===== src/rtl/frame_capture_writer_pkg.sv =====
// Constants and types shared by the camera-side frame writer and the VGA scan-out.
// Both sides address the same 320x240 RGB444 buffer.
package frame_buffer_pkg;

   localparam int H_ACTIVE     = 320;
   localparam int V_ACTIVE     = 240;
   localparam int ADDR_W       = 17;
   localparam int PIX_W        = 12;
   localparam int FRAME_PIXELS = H_ACTIVE * V_ACTIVE;

   typedef enum logic [1:0] {
      ST_IDLE = 2'd0,
      ST_WAIT = 2'd1,
      ST_CAPT = 2'd2,
      ST_DONE = 2'd3
   } cap_state_t;

   // The camera sends R in the low nibble of the first byte and {G,B} in the second byte.
   function automatic logic [PIX_W-1:0] pack_rgb444(input logic [3:0] red, input logic [7:0] gb);
      return {red, gb};
   endfunction

endpackage


===== src/rtl/frame_capture_writer_if.sv =====
// Camera bus plus buffer-RAM write port of the frame capture writer.
// The slave side is the writer; the master side drives the camera pins and watches the RAM port.
interface frame_capture_writer_if;

   logic                                cam_pclk;
   logic                                cam_vsync;
   logic                                cam_href;
   logic [7:0]                          cam_data;
   logic [frame_buffer_pkg::ADDR_W-1:0] ram_write_address;
   logic [frame_buffer_pkg::PIX_W-1:0]  ram_write_data;
   logic                                ram_write_enable;

   modport master (
      output cam_pclk, cam_vsync, cam_href, cam_data,
      input  ram_write_address, ram_write_data, ram_write_enable
   );

   modport slave (
      input  cam_pclk, cam_vsync, cam_href, cam_data,
      output ram_write_address, ram_write_data, ram_write_enable
   );

endinterface


===== src/rtl/frame_capture_writer_cam_input_sync.sv =====
// Brings the asynchronous camera bus into sys_clk with 2-flop synchronizers and detects edges.
// Every bit goes through the same flop depth so data stays aligned with the pclk edge.
module cam_input_sync (
   input  logic       i_clk,
   input  logic       i_rst,
   input  logic       i_pclk,
   input  logic       i_vsync,
   input  logic       i_href,
   input  logic [7:0] i_data,
   output logic       o_pclk_rise,
   output logic       o_href,
   output logic       o_href_fall,
   output logic       o_vsync_rise,
   output logic       o_vsync_fall,
   output logic [7:0] o_data
);

   // Bit layout: [7:0] data, [8] pclk, [9] href, [10] vsync
   logic [10:0] r_meta;
   logic [10:0] r_sync;
   logic [2:0]  r_prev;

   always_ff @(posedge i_clk or posedge i_rst) begin
      if (i_rst) begin
         r_meta <= 11'd0;
         r_sync <= 11'd0;
         r_prev <= 3'd0;
      end else begin
         r_meta <= {i_vsync, i_href, i_pclk, i_data};
         r_sync <= r_meta;
         r_prev <= r_sync[10:8];
      end
   end

   assign o_pclk_rise  =  r_sync[8]  & ~r_prev[0];
   assign o_href       =  r_sync[9];
   assign o_href_fall  = ~r_sync[9]  &  r_prev[1];
   assign o_vsync_rise =  r_sync[10] & ~r_prev[2];
   assign o_vsync_fall = ~r_sync[10] &  r_prev[2];
   assign o_data       =  r_sync[7:0];

endmodule


===== src/rtl/frame_capture_writer.sv =====
// Camera-side writer for the RGB444 frame buffer: pairs camera bytes into pixels and
// writes them in raster order, flagging a stored frame and any line framing errors.
module frame_capture_writer
   import frame_buffer_pkg::*;
#(
   parameter int P_H_ACTIVE = H_ACTIVE,
   parameter int P_V_ACTIVE = V_ACTIVE
) (
   input  logic                   i_sys_clk,
   input  logic                   i_reset,
   input  logic                   i_capture_en,
   frame_capture_writer_if.slave  cam_ram,
   output logic                   o_ready_display,
   output logic                   o_frame_done,
   output logic                   o_sync_error
);

   localparam int COL_W  = $clog2(P_H_ACTIVE + 1);
   localparam int LINE_W = $clog2(P_V_ACTIVE + 1);

   logic       w_pclk_rise;
   logic       w_href;
   logic       w_href_fall;
   logic       w_vsync_rise;
   logic       w_vsync_fall;
   logic [7:0] w_data;

   cam_input_sync u_sync (
      .i_clk        (i_sys_clk),
      .i_rst        (i_reset),
      .i_pclk       (cam_ram.cam_pclk),
      .i_vsync      (cam_ram.cam_vsync),
      .i_href       (cam_ram.cam_href),
      .i_data       (cam_ram.cam_data),
      .o_pclk_rise  (w_pclk_rise),
      .o_href       (w_href),
      .o_href_fall  (w_href_fall),
      .o_vsync_rise (w_vsync_rise),
      .o_vsync_fall (w_vsync_fall),
      .o_data       (w_data)
   );

   cap_state_t        r_state;
   logic [COL_W-1:0]  r_col;
   logic [LINE_W-1:0] r_line;
   logic [ADDR_W-1:0] r_line_base;
   logic              r_phase;
   logic [3:0]        r_red;
   logic [ADDR_W-1:0] r_wr_addr;
   logic [PIX_W-1:0]  r_wr_data;
   logic              r_wr_en;
   logic              r_frame_done;
   logic              r_ready;
   logic              r_sync_err;

   always_ff @(posedge i_sys_clk or posedge i_reset) begin
      if (i_reset) begin
         r_state      <= ST_IDLE;
         r_col        <= '0;
         r_line       <= '0;
         r_line_base  <= '0;
         r_phase      <= 1'b0;
         r_red        <= 4'h0;
         r_wr_addr    <= '0;
         r_wr_data    <= '0;
         r_wr_en      <= 1'b0;
         r_frame_done <= 1'b0;
         r_ready      <= 1'b0;
         r_sync_err   <= 1'b0;
      end else begin
         r_wr_en      <= 1'b0;
         r_frame_done <= 1'b0;
         case (r_state)
            ST_IDLE: begin
               if (i_capture_en) r_state <= ST_WAIT;
            end
            ST_WAIT: begin
               if (w_vsync_fall) begin
                  r_state     <= ST_CAPT;
                  r_col       <= '0;
                  r_line      <= '0;
                  r_line_base <= '0;
                  r_phase     <= 1'b0;
               end
            end
            ST_CAPT: begin
               // An early vsync closes the frame exactly like a full one.
               if (r_line == LINE_W'(P_V_ACTIVE) || w_vsync_rise) begin
                  r_state      <= ST_DONE;
                  r_frame_done <= 1'b1;
                  r_ready      <= 1'b1;
               end else if (w_href_fall) begin
                  if (r_phase) r_sync_err <= 1'b1;
                  r_line_base <= r_line_base + ADDR_W'(P_H_ACTIVE);
                  r_line      <= r_line + LINE_W'(1);
                  r_col       <= '0;
                  r_phase     <= 1'b0;
               end else if (w_pclk_rise && w_href) begin
                  if (!r_phase) begin
                     r_red   <= w_data[3:0];
                     r_phase <= 1'b1;
                  end else begin
                     r_phase <= 1'b0;
                     if (r_col < COL_W'(P_H_ACTIVE) && r_line < LINE_W'(P_V_ACTIVE)) begin
                        r_wr_en   <= 1'b1;
                        r_wr_addr <= r_line_base + ADDR_W'(r_col);
                        r_wr_data <= pack_rgb444(r_red, w_data);
                        r_col     <= r_col + COL_W'(1);
                     end else if (r_col >= COL_W'(P_H_ACTIVE)) begin
                        r_sync_err <= 1'b1;
                     end
                  end
               end
            end
            ST_DONE: begin
               r_state <= i_capture_en ? ST_WAIT : ST_IDLE;
            end
            default: begin
               r_state <= ST_IDLE;
            end
         endcase
      end
   end

   assign cam_ram.ram_write_address = r_wr_addr;
   assign cam_ram.ram_write_data    = r_wr_data;
   assign cam_ram.ram_write_enable  = r_wr_en;
   assign o_ready_display           = r_ready;
   assign o_frame_done              = r_frame_done;
   assign o_sync_error              = r_sync_err;

endmodule


===== src/flat_wrapper.sv =====
// flat-port wrapper written by rule: the top's interface ports become plain ports
module frame_capture_writer_flat import frame_buffer_pkg::*;
#(
   parameter int P_H_ACTIVE = H_ACTIVE,
   parameter int P_V_ACTIVE = V_ACTIVE
)
  (i_sys_clk, i_reset, i_capture_en, o_ready_display, o_frame_done, o_sync_error, cam_ram_cam_pclk, cam_ram_cam_vsync, cam_ram_cam_href, cam_ram_cam_data, cam_ram_ram_write_address, cam_ram_ram_write_data, cam_ram_ram_write_enable);
  frame_capture_writer_if cam_ram_i ();
  input  logic i_sys_clk;
  input  logic i_reset;
  input  logic i_capture_en;
  output logic o_ready_display;
  output logic o_frame_done;
  output logic o_sync_error;
  input wire logic [$bits(cam_ram_i.cam_pclk)-1:0] cam_ram_cam_pclk;
  input wire logic [$bits(cam_ram_i.cam_vsync)-1:0] cam_ram_cam_vsync;
  input wire logic [$bits(cam_ram_i.cam_href)-1:0] cam_ram_cam_href;
  input wire logic [$bits(cam_ram_i.cam_data)-1:0] cam_ram_cam_data;
  output wire logic [$bits(cam_ram_i.ram_write_address)-1:0] cam_ram_ram_write_address;
  output wire logic [$bits(cam_ram_i.ram_write_data)-1:0] cam_ram_ram_write_data;
  output wire logic [$bits(cam_ram_i.ram_write_enable)-1:0] cam_ram_ram_write_enable;
  assign cam_ram_i.cam_pclk = cam_ram_cam_pclk;
  assign cam_ram_i.cam_vsync = cam_ram_cam_vsync;
  assign cam_ram_i.cam_href = cam_ram_cam_href;
  assign cam_ram_i.cam_data = cam_ram_cam_data;
  assign cam_ram_ram_write_address = cam_ram_i.ram_write_address;
  assign cam_ram_ram_write_data = cam_ram_i.ram_write_data;
  assign cam_ram_ram_write_enable = cam_ram_i.ram_write_enable;
  frame_capture_writer #(.P_H_ACTIVE(P_H_ACTIVE), .P_V_ACTIVE(P_V_ACTIVE)) u_core (.i_sys_clk(i_sys_clk), .i_reset(i_reset), .i_capture_en(i_capture_en), .cam_ram(cam_ram_i), .o_ready_display(o_ready_display), .o_frame_done(o_frame_done), .o_sync_error(o_sync_error));
endmodule

===== config.mk =====
export PLATFORM = sky130hd
export DESIGN_NAME = frame_capture_writer_flat
export DESIGN_NICKNAME = d
export VERILOG_FILES = /design/src/rtl/frame_capture_writer_pkg.sv /design/src/rtl/frame_capture_writer_if.sv /design/src/rtl/frame_capture_writer_cam_input_sync.sv /design/src/rtl/frame_capture_writer.sv /design/src/flat_wrapper.sv
export SDC_FILE = /design/constraint.sdc
export NUM_CORES = 1
export LEC_CHECK = 0
export BUFFER_PORTS_ARGS = -buffer_cell sky130_fd_sc_hd__buf_2
export CORE_ASPECT_RATIO = 1.5
export CORE_MARGIN = 2
export CORE_UTILIZATION = 50
export CTS_CLUSTER_DIAMETER = 50
export DETAILED_ROUTE_END_ITERATION = 8
export HOLD_SLACK_MARGIN = 0.1
export PLACE_DENSITY_LB_ADDON = 0.12
export SETUP_SLACK_MARGIN = 0.4
export SKIP_LAST_GASP = 1
export SYNTH_ARGS = -nofsm -noshare
export SYNTH_HDL_FRONTEND = slang
export SYNTH_SLANG_ARGS = --single-unit

===== constraint.sdc =====
create_clock -name i_sys_clk -period 4.14 [get_ports i_sys_clk]
set_clock_uncertainty 0.05 [all_clocks]
set_input_delay 0.207 -clock i_sys_clk [delete_from_list [all_inputs] [get_ports i_sys_clk]]
set_output_delay 0.207 -clock i_sys_clk [all_outputs]
set_load 0.05 [all_outputs]

==> results.json, run 1 <==
{
  "synthesis.nets": 369,
  "p_clk_share_pct": 31.0,
  "power.internal_mw": 1.85,
  "ys_ff_latch": 93,
  "ir_worst_vdd_v": 0.000326,
  "swShare_pct": 35.9,
  "use_met1_pct": 23.7,
  "grt_overflow_total": 0,
  "diodes": 0,
  "die_h_um": 114,
  "initial_core_util_pct": 50.9,
  "antenna_left": 0,
  "place.gp.congestion": 0.800,
  "syn_inst": 343,
  "grt_pass1_vias": 2691,
  "fmax_mhz": 351,
  "critPathArrivalTime_ns": 3.02,
  "cp-end-kind": "flip-flop",
  "total_switching_power_mw": 1.04,
  "synth_cell_type_count": 48,
  "hpwlAfterDp_mm": 5.24,
  "slew_viol_final": 0,
  "min_path_type": "in2reg",
  "period_share_pct": 68.8,
  "yosysSeqAreaShare_pct": 57.8,
  "hold_buffers": 12,
  "routed_via_density": 5.43,
  "grt.met2_usage_pct": 32.3,
  "final-setup-viol-count": 0,
  "drive_gt1_share_pct": 21.0,
  "run_status": "finished clean",
  "p_leak_nw": 2.26,
  "clockBufferDepth": 2,
  "num_vias": 2770,
  "cts_buffers": 9,
  "powerDensity_nw_per_um2": 602,
  "synth_area_um2": 4030,
  "rsz0062_at_grt": "false",
  "worst_pin_slew_ns": 0.898,
  "rows": 40,
  "drt-total-wl_mm": 7.60,
  "worstSetupPathType": "reg2reg",
  "die_w_um": 77.3,
  "pwr-share-comb_pct": 30.3,
  "p_total_mw": 2.89,
  "cts.sinks": 93,
  "worstPathRequired_ns": 4.31,
  "clk_latency_ns": 0.34,
  "cp_max_fo": 35,
  "antenna_found_initial": 0,
  "maxCapViolCount": 0,
  "final_common_cell": "dfrtp_1",
  "period_needed_ns": 2.85,
  "hold_viol": 0,
  "cts_setup_buffers": 0,
  "worstSetupStartpointType": "flip-flop",
  "syn_to_final_growth_pct": 18.9,
  "r2r_setup_slack_ns": 1.29,
  "io_pins": 47,
  "grt_max_degree": 57,
  "core-area_um2": 7910,
  "met3_usage_pct": 3.72,
  "cts_resized": 0,
  "wl_per_cell_um": 14.9,
  "fill_cells": 679,
  "dieArea_um2": 8810,
  "dr.pass1.iters": 4,
  "cts-root-buf": "clkbuf_16",
  "setup_tns_ns": 0,
  "cts_tree": "done",
  "avgSynthCellArea_um2": 11.7,
  "p_seq_share_pct": 38.7,
  "cts_max_level": 3,
  "grt_pass1_wl_mm": 13.2,
  "finalNetCount": 426,
  "ys.warnings.count": 0,
  "drc": 0,
  "final_cell_mix": "dfrtp_1, buf_2, a21oi_1, nand2_1, nor2_1",
  "drtIter0Drc": 114,
  "clk_pin_slew_ns": 0.06,
  "port_buffers": 46,
  "slew_headroom_pct": 40.0,
  "grt_usage_pct": 19.1,
  "grt.busiest_layer": "met2"
}
layout make-up:
type | instances | area (µm²) | share of cell area, %
flip-flops and latches | 93 | 2330 | 48.6
multi-input cells | 222 | 1580 | 33.0
repair buffers | 60 | 365 | 7.62
clock buffers | 11 | 253 | 5.27
well taps | 105 | 131 | 2.74
clock inverters | 5 | 82.6 | 1.72
inverters | 14 | 53.8 | 1.12
power groups by stage:
stage	Sequential [mW]	Combinational (mW)	Clock [mW]
finish	1.12	0.875	0.896
detailed placement	1.13	0.866	0
floorplan	1.31	0.506	0
CTS	1.12	0.881	0.919
global placement	1.13	0.853	0
global route	1.14	0.956	0.957
cells in the mapped netlist (all sizes together):
library cell / number / area share, %
o41ai: 1 / 0.22
nand4: 7 / 1.1
nand3: 6 / 0.75
ha: 12 / 3.7
a41oi: 2 / 0.43
clkbuf: 5 / 0.47
nand2b: 5 / 1.1
a221o: 2 / 0.53
a2bb2oi: 1 / 0.22
nor3b: 2 / 0.37
a21oi: 22 / 2.7
a31oi: 1 / 0.16
and3: 4 / 0.62
xnor2: 14 / 3.0
nor2b: 2 / 0.31
o211ai: 4 / 0.75
mux2: 26 / 7.3
buf: 9 / 1.4
or2: 2 / 0.31
a211oi: 6 / 1.1
and2: 2 / 0.31
nor3: 7 / 0.99
dfrtp: 93 / 58
nand2: 21 / 2.0
or3: 2 / 0.31
xor2: 1 / 0.22
and4: 2 / 0.43
a22o: 2 / 0.43
inv: 14 / 1.3
o31ai: 9 / 1.7
nor2: 19 / 1.8
or4: 8 / 1.5
a21o: 3 / 0.75
o21a: 1 / 0.19
nand3b: 1 / 0.19
a221oi: 2 / 0.59
o21ai: 21 / 2.6
a31o: 1 / 0.22
o22ai: 1 / 0.16
metrics by stage:
stage / instances / cell area (µm²) / util (%) / worst slack, ns / hold slack [ns]
floorplan: 343 / 4030 / - / 1.46 / 0.188
CTS: 510 / 4790 / 60.6 / 1.26 / 0.121
finish: 510 / 4790 / 60.6 / 1.29 / 0.122
global placement: 482 / 4340 / 54.8 / 1.41 / 0.265
global route: 510 / 4790 / 60.6 / 0.957 / 0.142
detailed placement: 482 / 4340 / 54.8 / 1.29 / 0.266
worst max-delay path, stage by stage (launching register included):
cell and delay [ns]:
dfrtp_1 0.41, inv_1 0.14, ha_1 0.46, inv_1 0.20
or2_1 0.30, nor3_2 0.32, buf_4 0.44, mux2_2 0.38
metal layers:
metal / up-vias / routed length (µm)
met3: 15 / 262
met5: - / 0
met2: 51 / 3950
li1: 1345 / -
met1: 1359 / 3240
met4: 0 / 148
sequential cells by signal (all words and copies together) (netlist names):
signal,count
u_core.r_red,4
u_core.r_line,8
u_core.u_sync.r_prev,3
u_core.o_ready_display,1
u_core.r_col,9
u_core.u_sync.r_meta,11
u_core.o_frame_done,1
u_core.cam_ram.ram_write_address,17
u_core.cam_ram.ram_write_data,12
u_core.o_sync_error,1
u_core.r_state,2
u_core.r_line_base,11
u_core.r_phase,1
u_core.u_sync.r_sync,11
u_core.cam_ram.ram_write_enable,1
worst paths after layout:
| kind | startpoint | depth (start not counted) | to |
|---|---|---|---|
| max | u_core.r_state[0] | 7 | u_core.cam_ram.ram_write_data[2] |
| min | i_capture_en | 3 | u_core.r_state[0] |
| max reg2reg | u_core.r_state[0] | 7 | u_core.cam_ram.ram_write_data[2] |
| min reg2reg | u_core.u_sync.r_meta[4] | 0 | u_core.u_sync.r_sync[4] |
| max in group asynchronous | i_reset | 4 | u_core.r_col[3] |
| min in group asynchronous | i_reset | 3 | u_core.u_sync.r_meta[7] |
logic make-up (layout without fill, tap and decap cells):
kind of cell	after synthesis	in the layout	synth area share, %
AND/OR/NAND/NOR	90	90	12.0
multiplexers	26	26	7.27
flip-flops	93	93	57.8
XOR/XNOR	15	15	3.26
adder cells (fa/ha/maj)	12	12	3.73
AO/OA/AOI/OAI	79	79	12.8
buffers and inverters	28	90	3.17
Power figures use the tool's default switching activity.
==> run 2: changes to the inputs <==
- clock period: 4.14 -> 2.6 ns (I/O delays scaled with it)
==> run 2 against run 1 <==
  * Power grew 71%
  * Combinational power rose by 97%
  * Die area stayed put
  * Final cell count rose by 4.5%
  * Sequential power up 59%
  * Hold slack better by 0.18 ns
  * Global-route usage rose by 1.4 points
  * Setup slack got worse by 0.89 ns
  * Critical path depth increased by 1
  * Non-clock buffer count rose by 20
  * Wire length is 12% higher
  * Count of clock-buffer cells in the layout is 2 lower
  * Critical endpoint is now u_core.r_line[3]
  * Largest power group unchanged
==> results.json, run 2 (synthesized netlist as in run 1, its figures left out) <==
{
  "grt_pass1_vias": 2910,
  "final-setup-viol-count": 0,
  "final.setup.worst_slack_ns": 0.406,
  "routed_via_density": 5.51,
  "final_cell_mix": "dfrtp_1, buf_2, a21oi_1, nand2_1, nor2_1",
  "powerDensity_nw_per_um2": 966,
  "grt_max_degree": 65,
  "antenna_left": 0,
  "met3_wirelength_um": 245,
  "grt_pass1_wl_mm": 14.0,
  "clk_latency_ns": 0.34,
  "drt-met1-wl_mm": 3.32,
  "port_buffers": 46,
  "core-area_um2": 7910,
  "hold_viol": 0,
  "p_leak_nw": 2.39,
  "dr.pass1.iters": 4,
  "drc": 0,
  "syn_to_final_growth_pct": 26.6,
  "worstSetupStartpointType": "flip-flop",
  "min_path_type": "reg2reg",
  "grt_overflow_total": 0,
  "rows": 40,
  "die_w_um": 77.3,
  "worstSetupPathType": "reg2reg",
  "wl_per_cell_um": 16.0,
  "largest_reg_flops": 17,
  "period_share_pct": 84.4,
  "cp_max_fo": 8,
  "p_total_mw": 4.93,
  "clk_pin_slew_ns": 0.07,
  "cts.sinks": 93,
  "initial_core_util_pct": 50.9,
  "setup_tns_ns": 0,
  "slew_headroom_pct": 49.0,
  "clockBufferDepth": 2,
  "io_pins": 47,
  "cts-root-buf": "clkbuf_16",
  "place_area_um2": 4390,
  "cts_buffers": 9,
  "worst_pin_slew_ns": 0.765,
  "worstPathRequired_ns": 2.77,
  "cp-end-kind": "flip-flop",
  "dieArea_um2": 8810,
  "pre_cts_ws_ns": 0.277,
  "rsz0062_at_grt": "true",
  "run_status": "finished clean",
  "maxCapViolCount": 0,
  "drtIter0Drc": 219,
  "place.gp.congestion": 0.833,
  "fmax_mhz": 456,
  "hpwlAfterDp_mm": 5.39,
  "drt-total-wl_mm": 8.54,
  "slew_viol_final": 0,
  "final_common_cell": "dfrtp_1",
  "final_core_util_pct": 64.5,
  "critPathArrivalTime_ns": 2.37,
  "period_needed_ns": 2.19,
  "cts_max_level": 3,
  "finalNetCount": 449,
  "die_h_um": 114,
  "num_vias": 2936,
  "maxUsedRoutingLayer": "met4",
  "wl_met2_mm": 4.69,
  "cts_tree": "done",
  "fill_cells": 645,
  "drive_gt1_share_pct": 29.0,
  "antenna_found_initial": 0,
  "grt_usage_pct": 20.5,
  "diodes": 0,
  "finalInstanceArea_um2": 5100,
  "ir_worst_vdd_v": 0.000642
}
-- run 2: what timing repair did --
item,CTS,global route
buffers inserted,2,9
pin swaps,2,8
setup endpoints to repair,43,59
gates resized for setup,10,20
hold endpoints to repair,41,0
gates cloned,4,2
hold buffers,13,0
-- run 2: cell type report --
| type | instances | area [µm²] | share of cell area (%) |
|---|---|---|---|
| Sequential cell | 93 | 2330 | 45.6 |
| Timing Repair Buffer | 80 | 546 | 10.7 |
| Clock buffer | 9 | 225 | 4.41 |
| Clock inverter | 7 | 105 | 2.06 |
| Multi-Input combinational cell | 225 | 1710 | 33.5 |
| Inverter | 14 | 56.3 | 1.10 |
| Tap cell | 105 | 131 | 2.57 |
-- run 2: power by group --
group	switching (mW)	total (mW)	internal, mW
clock network	0.575	1.43	0.857
registers	0.135	1.78	1.64
logic	1.11	1.72	0.606
total	1.83	4.93	3.10
-- run 2: path summary, 6_finish.rpt --
kind / cells after the start / start / slack [ns] / endpoint
worst min-delay path: 0 / u_core.u_sync.r_meta[8] / 0.30 / u_core.u_sync.r_sync[8]
min in group asynchronous: 3 / i_reset / 0.38 / u_core.r_state[1]
worst max register to register: 8 / u_core.r_state[0] / 0.41 / u_core.r_line[3]
max in group asynchronous: 4 / i_reset / 1.40 / u_core.r_phase
worst max-delay path: 8 / u_core.r_state[0] / 0.41 / u_core.r_line[3]
worst min register to register: 0 / u_core.u_sync.r_meta[8] / 0.30 / u_core.u_sync.r_sync[8]
-- run 2: worst max-delay path: stages, from the launching register on --
cell	delay, ns
dfrtp_1	0.39
inv_2	0.10
ha_4	0.29
inv_1	0.04
a221o_2	0.34
buf_4	0.18
a211oi_1	0.45
xnor2_1	0.18
nor2_1	0.05
-- run 2: metal layers --
metal  up-vias  global-route usage (%)
li1       1402                       -
met1      1461                    24.0
met2        53                    35.7
met3        20                    3.96
met4         0                    11.0
met5         -                       0
-- run 2: stage by stage --
step,std cells,hold WS (ns)
floorplan,343,0.111
global placement,487,0.188
detailed placement,487,0.189
CTS,522,0.299
global route,533,0.310
finish,533,0.299
==> run 3: changes to the inputs <==
- ABC_AREA: default -> 1
- clock period: 2.6 -> 1.9 ns (I/O delays scaled with it)
==> run 3 against run 2 <==
  * Core utilization grew 5.1 points
  * Critical path depth grew 1
  * Sequential power grew 35%
  * Sequential share of layout area shrank 5.8 points
  * Die area grew 7.6%
  * Critical endpoint is now u_core.cam_ram.ram_write_data[5]
==> results.json, run 3 <==
{
  "drt-total-wl_mm": 9.71,
  "synth-main-ff-cell": "dfrtp_1",
  "hold_viol": 0,
  "period_needed_ns": 1.63,
  "place_area_um2": 4690,
  "synth_commonest_cells": "nand2_1, dfrtp_1, inv_1",
  "min_path_type": "reg2reg",
  "rows": 41,
  "final_core_util_pct": 69.6,
  "grt_max_degree": 94,
  "holdWs_ns": 0.296,
  "die_w_um": 80.1,
  "final.setup.worst_slack_ns": 0.269,
  "clk_pin_slew_ns": 0.06,
  "synth_top_area_cell": "dfrtp_1",
  "p_leak_nw": 2.84,
  "synth_cell_type_count": 32,
  "grt_pass1_vias": 3427,
  "async_flop_share_pct": 100,
  "grt_pass1_wl_mm": 15.1,
  "r2r-start": "u_core.r_state[0]",
  "cts_buffers": 9,
  "final_cell_mix": "nand2_1, dfrtp_1, buf_2, inv_1, nand3_1",
  "cts-root-buf": "clkbuf_16",
  "drtIter0Drc": 162,
  "wl_per_cell_um": 14.0,
  "cts_tree": "done",
  "slew_headroom_pct": 66.6,
  "dr.pass1.iters": 4,
  "pre_cts_ws_ns": 0.122,
  "cts.sinks": 93,
  "grt_overflow_total": 0,
  "fmax_mhz": 613,
  "rsz0062_at_grt": "true",
  "finalInstanceArea_um2": 5860,
  "num_vias": 3558,
  "ys.warnings.count": 0,
  "clk_latency_ns": 0.34,
  "hold_path.startpoint": "u_core.u_sync.r_meta[3]",
  "run_status": "finished clean",
  "finalNetCount": 610,
  "antenna_left": 0,
  "synthesis.nets": 505,
  "avgSynthCellArea_um2": 9.08,
  "drive_gt1_share_pct": 35.9,
  "port_buffers": 46,
  "initial_core_util_pct": 51.7,
  "clockBufferDepth": 2,
  "dieArea_um2": 9470,
  "yosysMostFrequentCell": "nand2_1",
  "place.gp.congestion": 0.881,
  "drc": 0,
  "worstSetupPathType": "reg2reg",
  "worst_pin_slew_ns": 0.500,
  "antenna_found_initial": 0,
  "worstPathRequired_ns": 2.12,
  "largest_reg_flops": 17,
  "stdcell_count": 694,
  "p_total_mw": 7.14,
  "powerDensity_nw_per_um2": 1220,
  "slew_viol_final": 0,
  "period_share_pct": 85.8,
  "critPathArrivalTime_ns": 1.86,
  "setup_tns_ns": 0,
  "io_pins": 47,
  "diodes": 0,
  "final-setup-viol-count": 0,
  "core-area_um2": 8410,
  "die_h_um": 118,
  "syn_inst": 479,
  "cp_max_fo": 5,
  "hpwlAfterDp_mm": 5.72,
  "grt_usage_pct": 20.0,
  "maxCapViolCount": 0,
  "routed_via_density": 5.13,
  "worstSetupStartpointType": "flip-flop",
  "syn_to_final_growth_pct": 34.8,
  "synth_area_leaders": "dfrtp_1, nand2_1, inv_1",
  "dp.cells": 626,
  "final_common_cell": "nand2_1",
  "synth_enable_flop_cells": 0,
  "synth_top_area_share_pct": 53.5,
  "cp-end-kind": "flip-flop",
  "synth_area_um2": 4350,
  "startpoint": "u_core.r_state[0]",
  "ys_ff_latch": 93,
  "ir_worst_vdd_v": 0.000873,
  "cts_max_level": 3,
  "yosysSeqAreaShare_pct": 53.5
}
-- run 3: changes by cell type in the layout (fill, tap and decap cells not counted), moves of 20 or more --
cell	change
nand2_1	+104
inv_1	+32
nand2_2	+28
nand3_1	+24
o21ai_2	+22
a21oi_1	-20
-- run 3: cell families (layout without fill, tap and decap cells) --
family	count (synthesis)	count (layout)	synth area share, %
and+or+nand+nor	241	242	24.7
adders and majority gates	12	12	3.45
xor gates and xnor gates	13	13	2.62
AOI/OAI and AO/OA	56	56	8.35
DFF	93	93	53.5
buffers and inverters	64	171	7.34
-- run 3: metal layers --
layer | part of all wire, % | wire (µm) | vias to the layer above | track usage [%]
met1 | 42 | 4050 | 1722 | 24.7
met5 | 0 | 0 | - | 0
li1 | - | - | 1732 | -
met3 | 4.0 | 388 | 25 | 4.12
met2 | 52 | 5050 | 79 | 33.2
met4 | 2.3 | 224 | 0 | 8.90
-- run 3: where the power goes --
part	internal (mW)	leakage [nW]	switching, mW
Clock	1.00	0.134	0.718
Sequential	2.21	1.21	0.185
Combinational	1.26	1.49	1.76
Total	4.48	2.84	2.66
-- run 3: final timing paths --
| kind | depth (start not counted) | end | slack [ns] |
|---|---|---|---|
| max | 9 | u_core.cam_ram.ram_write_data[5] | 0.27 |
| max reg2reg | 9 | u_core.cam_ram.ram_write_data[5] | 0.27 |
| min reg2reg | 0 | u_core.u_sync.r_sync[3] | 0.30 |
| min | 0 | u_core.u_sync.r_sync[3] | 0.30 |
| max in group asynchronous | 4 | u_core.r_line[2] | 1.01 |
| min in group asynchronous | 4 | u_core.u_sync.r_sync[3] | 0.37 |
-- run 3: layout make-up --
cell class / instances / area (µm²)
Clock buffer: 10 / 229
Clock inverter: 4 / 51.3
Fill cell: 619 / 2550
Inverter: 52 / 235
Multi-Input combinational cell: 323 / 2040
Sequential cell: 93 / 2330
Tap cell: 107 / 134
Timing Repair Buffer: 101 / 790
Timing Repair inverter: 4 / 45.0
-- run 3: critical path, stage by stage, from the launching register on --
cell and delay (ns):
dfrtp_1 0.41, inv_2 0.12, ha_4 0.19, buf_6 0.11
nand3_4 0.09, nor2_8 0.17, buf_12 0.17, clkbuf_16 0.16
nand2_2 0.04, nand2_1 0.05
-- run 3: what timing repair did --
| item | 4_1_cts | 5_1_grt |
|---|---|---|
| endpoints found under the hold margin | 105 | 0 |
| resized for setup | 34 | 66 |
| hold buffers | 13 | 0 |
| buffers inserted | 12 | 22 |
| pin swaps | 12 | 23 |
| setup endpoints to repair | 64 | 65 |
| cloned | 1 | 6 |
